## config.mk

```make
export PLATFORM = sky130hd
export DESIGN_NAME = move_buffer
export DESIGN_NICKNAME = d
export VERILOG_FILES = /design/src/rtl/move_buffer_pkg.sv /design/src/rtl/move_ram.sv /design/src/rtl/move_buffer.sv
export SDC_FILE = /design/constraint.sdc
export NUM_CORES = 1
export LEC_CHECK = 0
export ABC_AREA = 1
export CORE_MARGIN = 5
export CORE_UTILIZATION = 56
export DETAILED_ROUTE_END_ITERATION = 10
export PLACE_DENSITY = 0.92
export SLEW_MARGIN = 20
export SYNTH_ARGS = -nofsm -noshare
export SYNTH_HDL_FRONTEND = slang
export SYNTH_SLANG_ARGS = --single-unit
```

## constraint.sdc

```tcl
create_clock -name clk -period 18.3 [get_ports clk]
set_clock_uncertainty 0.1 [all_clocks]
set_input_delay 1.83 -clock clk [delete_from_list [all_inputs] [get_ports clk]]
set_output_delay 1.83 -clock clk [all_outputs]
set_load 0.005 [all_outputs]
```

## src/rtl/move_buffer_pkg.sv

```systemverilog
// Shared constants for the move buffer: depth, field widths and packed record width.
package move_buffer_pkg;

  localparam int MOVE_BUFFER_BITS = 2;
  localparam int MOVE_DATA_W      = 64;

  // One record is {dir, duration, increment, incinc}.
  function automatic int move_rec_w(input int data_w);
    return 1 + 3 * data_w;
  endfunction

  localparam int MOVE_REC_W = move_rec_w(MOVE_DATA_W);

endpackage

```

## src/rtl/move_ram.sv

```systemverilog
// Register-based dual-port store for move records: synchronous write, asynchronous read.
// The clr port gives a one-cycle wipe of every entry.
module move_ram #(
  parameter int AW = 2,
  parameter int W  = 193
) (
  input  logic          clk,
  input  logic          clr,
  input  logic          we,
  input  logic [AW-1:0] waddr,
  input  logic [W-1:0]  wdata,
  input  logic [AW-1:0] raddr,
  output logic [W-1:0]  rdata
);

  logic [W-1:0] mem_q [2**AW];

  // NOTE: a memory is only worth clearing when it is built from flops; with a
  // small depth that is the case here, so a full wipe costs nothing extra.
  always_ff @(posedge clk) begin
    if (clr) begin
      for (int i = 0; i < 2**AW; i++) mem_q[i] <= '0;
    end else if (we) begin
      mem_q[waddr] <= wdata;
    end
  end

  assign rdata = mem_q[raddr];

endmodule

```

## src/rtl/move_buffer.sv

```systemverilog
// Show-ahead circular FIFO of move records between the SPI decoder and the DDA engine.
// Optional MOVE_BUFFER_OVERFLOW_EN adds a sticky overflow flag and a saturating drop counter.
module move_buffer
  import move_buffer_pkg::*;
#(
  parameter int DEPTH_BITS = MOVE_BUFFER_BITS,
  parameter int DATA_W     = MOVE_DATA_W
) (
  input  logic                  clk,
  input  logic                  resetn,
  input  logic                  wr_valid,
  output logic                  wr_ready,
  input  logic                  wr_dir,
  input  logic [DATA_W-1:0]     wr_duration,
  input  logic [DATA_W-1:0]     wr_increment,
  input  logic [DATA_W-1:0]     wr_incinc,
  output logic                  rd_valid,
  input  logic                  rd_ready,
  output logic                  rd_dir,
  output logic [DATA_W-1:0]     rd_duration,
  output logic [DATA_W-1:0]     rd_increment,
  output logic [DATA_W-1:0]     rd_incinc,
  input  logic                  flush,
  output logic [DEPTH_BITS:0]   count,
  output logic                  buffer_dtr
`ifdef MOVE_BUFFER_OVERFLOW_EN
  ,
  output logic                  overflow,
  output logic [7:0]            drop_count
`endif
);

  localparam int REC_W = move_rec_w(DATA_W);
  localparam logic [DEPTH_BITS:0] PTR_ONE = (DEPTH_BITS+1)'(1);

  // Pointers carry one extra wrap bit so full and empty are distinguishable.
  logic [DEPTH_BITS:0] wr_ptr_q, wr_ptr_d;
  logic [DEPTH_BITS:0] rd_ptr_q, rd_ptr_d;
  logic                full, empty, do_push, do_pop;
  logic [REC_W-1:0]    head;

  assign empty   = (wr_ptr_q == rd_ptr_q);
  assign full    = (wr_ptr_q[DEPTH_BITS-1:0] == rd_ptr_q[DEPTH_BITS-1:0]) &&
                   (wr_ptr_q[DEPTH_BITS] != rd_ptr_q[DEPTH_BITS]);
  assign do_push = wr_valid & ~full;
  assign do_pop  = rd_ready & ~empty;

  // NOTE: every always_comb output gets a default before any branch, so no
  // path leaves it unassigned and no latch is inferred.
  always_comb begin
    wr_ptr_d = wr_ptr_q;
    rd_ptr_d = rd_ptr_q;
    if (flush) begin
      wr_ptr_d = '0;
      rd_ptr_d = '0;
    end else begin
      if (do_push) wr_ptr_d = wr_ptr_q + PTR_ONE;
      if (do_pop)  rd_ptr_d = rd_ptr_q + PTR_ONE;
    end
  end

  // NOTE: sequential state uses non-blocking assignment so every flop samples
  // the pre-edge values regardless of statement order.
  always_ff @(posedge clk) begin
    if (!resetn) begin
      wr_ptr_q <= '0;
      rd_ptr_q <= '0;
    end else begin
      wr_ptr_q <= wr_ptr_d;
      rd_ptr_q <= rd_ptr_d;
    end
  end

  move_ram #(
    .AW (DEPTH_BITS),
    .W  (REC_W)
  ) u_ram (
    .clk   (clk),
    .clr   (~resetn),
    .we    (do_push & ~flush),
    .waddr (wr_ptr_q[DEPTH_BITS-1:0]),
    .wdata ({wr_dir, wr_duration, wr_increment, wr_incinc}),
    .raddr (rd_ptr_q[DEPTH_BITS-1:0]),
    .rdata (head)
  );

  assign {rd_dir, rd_duration, rd_increment, rd_incinc} = head;

  assign rd_valid   = ~empty;
  assign wr_ready   = ~full;
  assign buffer_dtr = ~full;
  assign count      = wr_ptr_q - rd_ptr_q;

`ifdef MOVE_BUFFER_OVERFLOW_EN
  logic       overflow_q, overflow_d;
  logic [7:0] drop_cnt_q, drop_cnt_d;

  always_comb begin
    overflow_d = overflow_q;
    drop_cnt_d = drop_cnt_q;
    if (flush) begin
      overflow_d = 1'b0;
      drop_cnt_d = '0;
    end else if (wr_valid && full) begin
      overflow_d = 1'b1;
      if (drop_cnt_q != 8'hFF) drop_cnt_d = drop_cnt_q + 8'd1;
    end
  end

  always_ff @(posedge clk) begin
    if (!resetn) begin
      overflow_q <= 1'b0;
      drop_cnt_q <= '0;
    end else begin
      overflow_q <= overflow_d;
      drop_cnt_q <= drop_cnt_d;
    end
  end

  assign overflow   = overflow_q;
  assign drop_count = drop_cnt_q;
`endif

endmodule

```

==> results.toml <==
[logic_synthesis]
postSynthAreaPerCell_um2 = 11.2
netlist_top_cells_area = "edfxtp_1 (68%), nor2_1 (8.6%), o21ai_0 (5.7%)"
synth_top_area_share = 0.684
seq_area_frac_synth = 0.689
syn_inst = 3026
synth_area_um2 = 33900
yosysMostFrequentCell = "nor2_1"
synth_top_flop_cell = "edfxtp_1"
synth.distinct_cells = 27
synth_seq_cells = 780
synth_nets = 3229
ys_async_sr_fraction = 0
synth-edff-count = 772
yosysTopAreaCell = "edfxtp_1"
ys_top_cells_by_count = "nor2_1 (774), edfxtp_1 (772), o21ai_0 (389)"
yosys_warnings = 0

[placed_design]
port-buffer-count = 396
dp_hpwl_um = 50100
place_congestion = 0.799

[pwr]
ir_drop_v = 0.0000891
swShare = 0.225
p_leak_nw = 15.1
power_frac_clock = 0.389
powerDensity_nw_per_um2 = 97.1
combinationalPowerShare = 0.080
seq_power_share = 0.532
p_total_mw = 3.90
p_int_mw = 3.02
p_sw_uw = 879

[timing]
fin_tns_setup_ns = 0
slew_viol_final = 0
worst_slew_pin_slew_ns = 1.22
period_share = 0.342
rsz0062_at_grt = "false"
fmax_mhz = 160
setup_viol = 0
min_period_ns = 6.26
max_slew_margin = 0.185
hold_violations = 0

[critical_path]
arrival_ns = 4.33
cp_max_fo = 178
reg2regPathDepth = 9
path_cells = "inv_8, buf_4, o21ai_0, o22ai_1, clkdlybuf4s50_1"
cpPeakStageDelay_ns = 0.91
crit_type = "reg2out"
critPathSlowestCell = "buf_4"
worstPathRequired_ns = 16.37
crit_path_end_kind = "primary output"
critPathLaunchType = "flop"

[floorplanning]
boundaryPins = 397
coreArea_um2 = 60100
start_util = 0.564
die_height_um = 256
die_x_um = 256
die_area_um2 = 65500
rows = 90

[layout]
multi_input_area_um2 = 8440
sequential_cell_area_um2 = 23400
final_util = 0.668
area_growth_pct = 18.6
fill_cells = 3955
drive_above_1_share = 0.0552
finalNetCount = 3479

[clock_network]
htreeDepth = 3
cts.sinks = 780
clk_pin_slew_ns = 0.06
cts_hold_buf = 0
clk_path_buf_depth = 3
cts_tree = "built"
insertion_delay_ns = 0.60
ctsResizeCount = 0
cts_setup_buffers = 0
cts_made_buffers = 77
cts_root_buf = "clkbuf_16"

[run_status]
status = "complete, no violations"

[grt]
grt.met1_usage = 0.354
grt_overflow = 0
grtUsageMet3 = 0.0459
grt_util_all_layers = 0.270
first_global_vias = 25400
grt_pass1_wl_um = 141000
antenna_found_initial = 4
grt_max_degree = 219
grt_busiest_layer = "met2"
grt_use_met2 = 0.451

[worst_hold_path]
hp-class = "reg2reg"
holdPathStages = 2

[detailed_routing]
drt-initial-drc-count = 3736
drcViolationCount = 0
first_pass_iters = 7
routed_wl_um = 93000
ant_nets = 0
avgViaCountPerCell = 6.26
routedWlPerCell_um = 22.6
dr_total_vias = 25800

[job]
drv_cap = 0
[layout make-up]
type                            instances  share of cell area
Sequential cell                       780               0.581
Multi-Input combinational cell       1783               0.210
Timing Repair Buffer                  427               0.105
Clock buffer                           92              0.0493
Tap cell                              782              0.0243
Inverter                              207              0.0200
Clock inverter                         47             0.00968
Antenna cell                            2            0.000125
[routing by layer]
layer | wire length [um] | up-vias
met2 | 46400 | 1965
met3 | 10400 | 284
met1 | 32400 | 12400
li1 | - | 11200
met4 | 3710 | 4
met5 | 26 | -
[flip-flops by register name, indices dropped and copies added (netlist names), named ones only]
register,count
rd_ptr_q,3
u_ram.mem_q,772
wr_ptr_q,3
[logic make-up (layout without fill, tap and decap cells)]
kind of cell	after synthesis	after routing	synth area share
xor+xnor	3	3	0.000775
buf+inv	463	773	0.0635
other cells	0	2	0
simple gates	1188	1188	0.151
flops	780	780	0.689
compound gates	587	587	0.0938
fa+ha+maj	5	5	0.00207
[power by group through the flow]
stage	Sequential (mW)	Combinational [mW]	Clock (mW)
global placement	2.11	0.297	0
finish	2.08	0.310	1.52
CTS	2.07	0.308	1.52
global route	2.08	0.329	1.59
detailed placement	2.11	0.305	0
floorplan	2.14	0.137	0
[per-stage QoR]
stage	hold WS (ns)	setup slack (ns)	cell area, um^2	std cells
global route	0.458	11.89	40200	4120
finish	0.432	12.04	40200	4120
detailed placement	0.413	12.28	37800	3979
floorplan	0.376	1.44	33900	3026
CTS	0.425	12.10	40200	4118
global placement	0.399	12.36	37800	3979
[critical path, delay by kind of cell (launching register included)]
family                 cells  cell delay [ns]
AOI/OAI and AO/OA          2             0.59
DFF                        1             0.62
buffers and inverters      3             2.31
[layout by cell type (no fill, tap or decap), types with 2 or more instances in the layout]
| cell type | count |
|---|---|
| o21ai_4 | 2 |
| dfxtp_1 | 5 |
| xor2_1 | 2 |
| inv_1 | 200 |
| a21oi_1 | 5 |
| inv_8 | 2 |
| o22ai_1 | 193 |
| clkinv_8 | 2 |
| nand3_1 | 6 |
| clkbuf_16 | 77 |
| nor3_1 | 357 |
| clkinvlp_4 | 3 |
| nor3_2 | 29 |
| edfxtp_1 | 772 |
| buf_12 | 3 |
| buf_4 | 28 |
| dfxtp_4 | 3 |
| clkinv_1 | 19 |
| ha_1 | 4 |
| nand2_1 | 14 |
| bufinv_16 | 5 |
| inv_6 | 7 |
| nor2_1 | 774 |
| clkinv_2 | 12 |
| clkbuf_1 | 15 |
| clkdlybuf4s50_1 | 396 |
| diode_2 | 2 |
| o21ai_0 | 387 |
| inv_2 | 2 |
[worst paths after layout]
path	startpoint	to	slack, ns
worst max-delay path	flop	rd_increment[4]	12.04
worst min-delay path	rd_ptr_q[2]$_SDFFE_PP0P_	rd_ptr_q[2]$_SDFFE_PP0P_	0.43
worst max register to register	wr_ptr_q[1]$_SDFFE_PP0N_	u_ram.mem_q[1][56]$_SDFFCE_PN0P_	13.80
worst min register to register	rd_ptr_q[2]$_SDFFE_PP0P_	rd_ptr_q[2]$_SDFFE_PP0P_	0.43
Note: power is estimated with default switching activity, not from simulation.
